### src/rtl/mips_pkg.sv
`default_nettype none
// ============================================================================
//  Module   : mips_pkg
//  Purpose  : Shared types and widths for the program loader and its
//             word assembler (loader FSM states, word/byte widths).
//  Revision : 1.0 - initial release
// ============================================================================
package mips_pkg;

    localparam int WORD_W = 32;
    localparam int BYTE_W = 8;

    // Loader sequencing: length header, data bytes, one write cycle per word,
    // trailing checksum, then a terminal good/bad state.
    typedef enum logic [2:0] {
        LEN_HI = 3'd0,
        LEN_LO = 3'd1,
        DATA   = 3'd2,
        WRITE  = 3'd3,
        CSUM   = 3'd4,
        DONE   = 3'd5,
        ERR    = 3'd6
    } loader_state_t;

endpackage : mips_pkg
`default_nettype wire

### src/rtl/program_loader_word_assembler.sv
`default_nettype none
// ============================================================================
//  Module   : word_assembler
//  Purpose  : Packs a big-endian byte stream into 32-bit words. The first
//             byte of a word ends up in [31:24]. word_full flags the byte
//             that completes the current word.
//  Revision : 1.0 - initial release
// ============================================================================
module word_assembler
    import mips_pkg::*;
(
    input  logic              clk,
    input  logic              reset,      // asynchronous, active-low
    input  logic              clear,      // synchronous restart of the word
    input  logic              shift_en,   // accept byte_in this cycle
    input  logic [BYTE_W-1:0] byte_in,
    output logic [WORD_W-1:0] word,
    output logic [1:0]        byte_cnt,
    output logic              word_full
);

    logic [WORD_W-1:0] word_q, word_d;
    logic [1:0]        byte_cnt_q, byte_cnt_d;

    // Shift in a new byte at the bottom; the counter wraps to 0 after byte 4.
    always_comb begin
        word_d     = word_q;
        byte_cnt_d = byte_cnt_q;
        if (clear) begin
            word_d     = '0;
            byte_cnt_d = 2'd0;
        end else if (shift_en) begin
            word_d     = {word_q[WORD_W-BYTE_W-1:0], byte_in};
            byte_cnt_d = byte_cnt_q + 2'd1;
        end
    end

    // Byte shift register and byte counter.
    always_ff @(posedge clk or negedge reset) begin
        if (!reset) begin
            word_q     <= '0;
            byte_cnt_q <= 2'd0;
        end else begin
            word_q     <= word_d;
            byte_cnt_q <= byte_cnt_d;
        end
    end

    assign word      = word_q;
    assign byte_cnt  = byte_cnt_q;
    assign word_full = shift_en && (byte_cnt_q == 2'd3);

endmodule : word_assembler
`default_nettype wire

### src/rtl/program_loader.sv
`default_nettype none
// ============================================================================
//  Module   : program_loader
//  Purpose  : Boot loader in front of the single-cycle MIPS core. Receives a
//             length-prefixed, XOR-checksummed byte frame, writes the packed
//             words into instruction memory and releases the core only after
//             the checksum matches.
//  Revision : 1.0 - initial release
// ============================================================================
module program_loader
    import mips_pkg::*;
#(
    parameter int MEM_DEPTH_WORDS = 256,
    parameter int IDX_W           = 16
) (
    input  logic              clk,
    input  logic              reset,      // asynchronous, active-low
    input  logic              rx_valid,
    input  logic [7:0]        rx_data,
    output logic              rx_ready,
    input  logic              reload,
    output logic              im_we,
    output logic [31:0]       im_addr,
    output logic [31:0]       im_wdata,
    output logic              cpu_reset,
    output logic              done,
    output logic              error
);

    loader_state_t     state_q, state_d;
    logic [IDX_W-1:0]  word_idx_q, word_idx_d;
    logic [IDX_W-1:0]  n_q, n_d;
    logic [7:0]        n_hi_q, n_hi_d;
    logic [7:0]        csum_q, csum_d;
    logic [31:0]       addr_hold_q, addr_hold_d;
    logic [31:0]       wdata_hold_q, wdata_hold_d;

    logic              w_accept;
    logic              w_shift;
    logic              w_clear;
    logic              w_word_full;
    logic [15:0]       w_n_full;
    logic [31:0]       w_wr_addr;
    logic [WORD_W-1:0] w_word;
    logic [1:0]        w_byte_cnt;

    // Handshake and status decode straight from the state register.
    always_comb begin
        rx_ready  = (state_q == LEN_HI) || (state_q == LEN_LO) ||
                    (state_q == DATA)   || (state_q == CSUM);
        im_we     = (state_q == WRITE);
        done      = (state_q == DONE);
        error     = (state_q == ERR);
        cpu_reset = (state_q != DONE);
    end

    assign w_accept  = rx_valid && rx_ready;
    assign w_shift   = w_accept && (state_q == DATA);
    assign w_clear   = reload && ((state_q == DONE) || (state_q == ERR));
    assign w_n_full  = {n_hi_q, rx_data};
    assign w_wr_addr = 32'({word_idx_q, 2'b00});

    // The write port shows live values in WRITE and the last write otherwise.
    assign im_addr  = im_we ? w_wr_addr : addr_hold_q;
    assign im_wdata = im_we ? w_word    : wdata_hold_q;

    word_assembler u_word_assembler (
        .clk       (clk),
        .reset     (reset),
        .clear     (w_clear),
        .shift_en  (w_shift),
        .byte_in   (rx_data),
        .word      (w_word),
        .byte_cnt  (w_byte_cnt),
        .word_full (w_word_full)
    );

    // Next-state, checksum accumulation and word-index sequencing.
    always_comb begin
        state_d      = state_q;
        word_idx_d   = word_idx_q;
        n_d          = n_q;
        n_hi_d       = n_hi_q;
        csum_d       = csum_q;
        addr_hold_d  = im_we ? w_wr_addr : addr_hold_q;
        wdata_hold_d = im_we ? w_word    : wdata_hold_q;

        unique case (state_q)
            LEN_HI: begin
                if (w_accept) begin
                    n_hi_d  = rx_data;
                    csum_d  = csum_q ^ rx_data;
                    state_d = LEN_LO;
                end
            end
            LEN_LO: begin
                if (w_accept) begin
                    n_d    = IDX_W'(w_n_full);
                    csum_d = csum_q ^ rx_data;
                    if (w_n_full > 16'(MEM_DEPTH_WORDS)) begin
                        state_d = ERR;
                    end else if (w_n_full == 16'd0) begin
                        state_d = CSUM;
                    end else begin
                        state_d = DATA;
                    end
                end
            end
            DATA: begin
                if (w_accept) begin
                    csum_d = csum_q ^ rx_data;
                    if (w_word_full) begin
                        state_d = WRITE;
                    end
                end
            end
            WRITE: begin
                word_idx_d = word_idx_q + IDX_W'(1);
                if ((word_idx_q + IDX_W'(1)) == n_q) begin
                    state_d = CSUM;
                end else begin
                    state_d = DATA;
                end
            end
            CSUM: begin
                if (w_accept) begin
                    state_d = (rx_data == csum_q) ? DONE : ERR;
                end
            end
            DONE, ERR: begin
                if (reload) begin
                    state_d    = LEN_HI;
                    word_idx_d = '0;
                    n_d        = '0;
                    n_hi_d     = 8'd0;
                    csum_d     = 8'd0;
                end
            end
            default: begin
                state_d = LEN_HI;
            end
        endcase
    end

    // Loader state registers; an asynchronous reset drops all load progress.
    always_ff @(posedge clk or negedge reset) begin
        if (!reset) begin
            state_q      <= LEN_HI;
            word_idx_q   <= '0;
            n_q          <= '0;
            n_hi_q       <= 8'd0;
            csum_q       <= 8'd0;
            addr_hold_q  <= 32'd0;
            wdata_hold_q <= 32'd0;
        end else begin
            state_q      <= state_d;
            word_idx_q   <= word_idx_d;
            n_q          <= n_d;
            n_hi_q       <= n_hi_d;
            csum_q       <= csum_d;
            addr_hold_q  <= addr_hold_d;
            wdata_hold_q <= wdata_hold_d;
        end
    end

endmodule : program_loader
`default_nettype wire
### config.mk
export PLATFORM = sky130hd
export DESIGN_NAME = program_loader
export DESIGN_NICKNAME = d
export VERILOG_FILES = /design/src/rtl/mips_pkg.sv /design/src/rtl/program_loader_word_assembler.sv /design/src/rtl/program_loader.sv
export SDC_FILE = /design/constraint.sdc
export NUM_CORES = 1
export LEC_CHECK = 0
export CAP_MARGIN = 30
export CELL_PAD_IN_SITES_DETAIL_PLACEMENT = 1
export CELL_PAD_IN_SITES_GLOBAL_PLACEMENT = 2
export CORE_UTILIZATION = 40
export CTS_CLUSTER_SIZE = 30
export DETAILED_ROUTE_END_ITERATION = 16
export DONT_BUFFER_PORTS = 1
export PLACE_DENSITY_LB_ADDON = 0.2
export SETUP_SLACK_MARGIN = 0.05
export SLEW_MARGIN = 30
export SYNTH_ARGS = -nofsm -noshare
export SYNTH_HDL_FRONTEND = slang
export SYNTH_HIERARCHICAL = 1
export SYNTH_SLANG_ARGS = --single-unit
### constraint.sdc
create_clock -name clk -period 3.4 [get_ports clk]
set_clock_uncertainty 0.15 [all_clocks]
set_input_delay 0.68 -clock clk [delete_from_list [all_inputs] [get_ports clk]]
set_output_delay 0.68 -clock clk [all_outputs]
set_load 0.03 [all_outputs]
# After elaboration in Yosys (flattened, before gate mapping)
# Cells that the tools add are included.
# op_classes
add_sub_neg,2
magnitude_cmp,1
n_eq_ne,17
n_mux,26
n_bitwise,1
n_reduce_logical,22
# op_table
cell,n
32-bit 2-to-1 mux,4
16-bit case mux with 2 select lines,2
16-bit 2-to-1 mux,2
8-bit case mux with 2 select lines,2
3-bit 2-to-1 mux,9
8-bit 2-to-1 mux,3
3-bit case mux with 6 select lines,1
"16-bit by 1-bit adder with 16-bit output, second input constant",1
16-bit == test,1
"16-bit by 9-bit > comparator with 1-bit output, second input constant",1
16-bit zero test,1
"2-bit inequality test, second input constant",5
2-bit nonzero test,5
"3-bit == test, second input constant",3
3-bit AND reduction,3
8-bit == test,1
8-bit bitwise XOR,1
"3-bit by 2-bit == test with 1-bit output, second input constant",2
2-bit 2-to-1 mux,3
6-bit AND reduction,1
1-bit logical AND,4
1-bit logical OR,4
"2-bit by 1-bit inequality test with 1-bit output, second input constant",2
"3-bit by 1-bit == test with 1-bit output, second input constant",1
other kinds (7),7
# totals
ff_bits,149
out_inout_bits,69
word_cells,78

# Depth between registers and ports, before layout
# depth
ltp_word,10
depth_mapped,12
depth_no_buf,9

# Cells and area by module
# The synthesis kept the hierarchy.
# by_module_without_submodules
mod,n_inst,cells_each,area_per_inst_um2,seq_area_each_um2
program_loader,1,599,5346.4,2877.8
word_assembler,1,112,1427.6,850.8

# Worst setup path after synthesis
# No wires, ideal clock.
# synth_path
path_kind,input port to flip-flop
start,input port rx_valid
end,register state_q[1]
setup_time_ps,118
arrival_ps,2459
required_ps,3132
slack_ps,673
cell_stages,10
path_buffers,2
cell_sequence,nor2b_1 > and2_1 > buf_6 > buf_12 > and2_1 > inv_1 > a21boi_0 > a2111oi_1 > o21ai_0 > a21o_1
# synth_via
elab_chain_len,5
elab_cells_between_ends,9
classes_between,eq/ne (5); reduce/logical (4)
# synth_rtl
element,line,source
from (decl),program_loader.sv:18,"input logic rx_valid,"
1-bit logical AND,program_loader.sv:57,assign w_accept = rx_valid && rx_ready;
1-bit logical AND,program_loader.sv:58,assign w_shift = w_accept && (state_q == DATA);
net w_shift,program_loader.sv:39,logic w_shift;
1-bit logical AND,program_loader_word_assembler.sv:51,assign word_full = shift_en && (byte_cnt_q == 2'd3);
net w_word_full,program_loader.sv:41,logic w_word_full;
2-bit by 1-bit inequality test with 1-bit output (no source line),n/a,
6-bit AND reduction (no source line),n/a,
to (signal assigned),program_loader.sv:156,state_q <= state_d;
to (decl),program_loader.sv:30,"loader_state_t state_q, state_d;"
# The timed path passes the listed nets, and every way through them passes these cells.
# A chain may end at the register's enable or synchronous reset.

# Final worst setup path
# layout_path
start,register state_q[0]
end,output port im_addr[17]
# layout_via
elab_chain_len,2
# layout_rtl
element,line,source
3-bit by 2-bit == test with 1-bit output,program_loader.sv:51,im_we = (state_q == WRITE);
net im_we,program_loader.sv:22,"output logic im_we,"
32-bit 2-to-1 mux,n/a,
to (decl),program_loader.sv:23,"output logic [31:0] im_addr,"
# The timed path passes the listed nets, and every way through them passes these cells.

==> summary.md <==
| Metric | Value |
|---|---|
| Share of cells above drive strength 1 | `8.45%` |
| Die W | `132 um` |
| Root Buffer | `clkbuf_16` |
| Failing checks | `hold timing` |
| Global-route wire length before repair | `28.6 mm` |
| Initial antenna violation count | `0` |
| CP required | `2570 ps` |
| Core area | `16600 um2` |
| Number of CTS-inserted buffers | `17` |
| Vias | `4858` |
| Final number of hold-violating endpoints | `149` |
| Period utilization | `93.2%` |
| Final net count | `711` |
| RSZ-0062 raised after global routing | `no` |
| Max_cap viols | `0` |
| Cell variety after synth | `55` |
| Setup bufs post-CTS | `0` |
| Worst-path clk slew | `60 ps` |
| Syn_nets | `725` |
| I/O Buffers | `0` |
| # clock sinks | `149` |
| Min-delay worst type | `input port to asynchronous set/reset pin` |
| Final setup viols | `0` |
| Diode count | `0` |
| Hold slack | `-205 ps` |
| Async SR Flop Fraction | `100%` |
| Clock period minus worst slack | `3170 ps` |
| #FFs+latches synth | `149` |
| CTS tree | `yes` |
| Iteration-0 DRC Markers | `265` |
| Leakage Power | `3.54 nW` |
| Vias per Instance | `5.22` |
| Ys Warns | `6` |
| Placed Instance Area | `6880 um2` |
| Vias in the first global route | `5185` |
| Die ar. | `17500 um2` |
| Max-slew headroom | `55.4%` |
| Setup tns final | `0 ps` |
| Std-Cell Rows | `47` |
| Final instance area | `7510 um2` |
| Initial cell density of the core | `40.8%` |
| Fmax | `316 MHz` |
| Most used DFF post-synth | `dfrtp_1` |
| Antenna viol nets, final | `0` |
| Tot GR Track Use | `21.1%` |
| Residual DRC | `0` |
| Final number of max-transition violations | `0` |
| Synthesized instance count | `711` |
| Actual slew at the worst max-slew pin | `665 ps` |
| DRT Pass-1 Iters | `4` |
| Pin count of the biggest net entering global routing | `150` |
| WS Path Type | `flop to output pin` |
| Clk_lat worst skew | `430 ps` |
| Pwr Density | `966 nW/um2` |
| HPWL after detailed placement | `11.8 mm` |
| Startpoint types | `flop` |
| Synthesized area per cell | `9.53 um2` |
| Post-synth EDFFs | `0` |
| Mapped Area | `6770 um2` |
| Register area share after synthesis | `55.0%` |
| Worst-path maximum fanout | `32` |
| Area grow syn2layout | `10.9%` |
| Die H | `132 um` |
| Avg WL per Cell | `18.4 um` |
| WL final | `17.1 mm` |
| IO Count | `81` |
| Crit path DAT | `2340 ps` |
| Overflow left after global routing | `0` |
| Peak VDD IR | `0.484 mV` |
| H-tree depth | `4` |
| Crit end category | `output pin` |
| CTS Buffer Depth | `2` |
| Routability Congestion | `0.824` |
| Outcome | `finished with violations` |
per-stage QoR:
stage / cells / setup WS (ps) / util, % / total power, mW
finish: 930 / 231 / 45.3 / 7.26
global placement: 898 / 449 / 41.5 / 5.22
detailed placement: 898 / 342 / 41.5 / 5.34
CTS: 930 / 97.1 / 45.2 / 7.34
floorplan: 711 / 673 / - / 4.80
global route: 930 / 79.6 / 45.3 / 7.75
path summary, 6_finish.rpt:
path,slack [ps],startpoint,end,cells after the start
worst max register to register,730,word_idx_q[0],state_q[1],7
worst max-delay path,230,state_q[0],im_addr[17],6
worst min-delay path,-210,reset,addr_hold_q[20],0
min in group clk,260,rx_data[7],csum_q[7],2
max in group asynchronous,3100,reset,n_hi_q[4],0
worst min register to register,360,n_q[10],n_q[10],2
timing repair:
action	in CTS	in global routing
endpoints found under the hold margin	149	149
endpoints found under the setup margin	33	30
resized for setup	3	1
cell type report:
class,instances,area [um2]
sequential,149,3730
inverter,14,55.1
multi-input combinational,507,2770
clock inverter,14,175
fill,1887,9070
timing repair buffer,8,72.6
tap,220,275
clock buffer,18,439
cell families after synthesis:
logic type / after synthesis / synth area share (%)
muxes: 35 / 5.17
DFF: 149 / 55.0
AOI/OAI and AO/OA: 104 / 8.87
xor gates and xnor gates: 26 / 3.36
adders and majority gates: 2 / 0.369
buffers and inverters: 55 / 4.41
and+or+nand+nor: 340 / 22.8
worst max-delay path: stages, from the launching register on:
cell	delay (ps)
dfrtp_2	520
and2_1	300
nand2b_4	220
inv_4	230
buf_12	230
nand2_1	130
nand2_1	270
registers in the layout, summed over array words and instances, names as in the netlist:
register                   flops
addr_hold_q                   32
csum_q                         8
n_hi_q                         8
n_q                           16
state_q                        3
u_word_assembler/byte_cnt      2
u_word_assembler/word         32
wdata_hold_q                  32
word_idx_q                    16
cells in the final DEF (no fill, tap or decap), types with 7 or more instances in the layout:
master / instances
clkbuf_16: 17
nand2_1: 207
o22ai_1: 7
and2_1: 20
buf_4: 7
xor2_1: 10
a21oi_1: 10
nand2b_1: 8
mux2i_1: 35
nor2_1: 54
xnor2_1: 16
dfrtp_1: 147
inv_1: 13
o21ai_0: 59
power breakdown:
group	total (mW)	internal [mW]	switching, mW	leakage (nW)
combinational	2.46	0.726	1.73	1.29
clock	1.95	1.18	0.771	0.299
sequential	2.85	2.36	0.496	1.96
total	7.26	4.27	3.00	3.54
metal layers:
metal	vias up	track usage (%)	wire, um
li1	2329	-	-
met4	0	5.88	239
met2	90	33.4	7910
met3	20	6.46	872
met1	2419	27.9	8050
met5	-	0	0
cells in the mapped netlist, drive strengths merged, types with 3 or more instances:
| master | instances | area, um2 |
|---|---|---|
| nor2 | 56 | 229 |
| a32oi | 3 | 26.3 |
| clkbuf | 21 | 78.8 |
| nand2b | 9 | 56.3 |
| dfrtp | 149 | 3730 |
| o22ai | 7 | 43.8 |
| inv | 13 | 48.8 |
| o21ai | 64 | 320 |
| nand3 | 10 | 77.6 |
| nor2b | 4 | 25.0 |
| nor4 | 8 | 71.3 |
| and2 | 21 | 131 |
| nand2 | 207 | 777 |
| buf | 20 | 168 |
| nand4 | 7 | 58.8 |
| xor2 | 10 | 87.6 |
| xnor2 | 16 | 140 |
| nor3 | 5 | 25.0 |
| a21oi | 11 | 55.1 |
| or3 | 3 | 18.8 |
| mux2i | 35 | 350 |
| nor3b | 3 | 22.5 |
| a21o | 3 | 22.5 |
(Power assumes the default switching activity.)
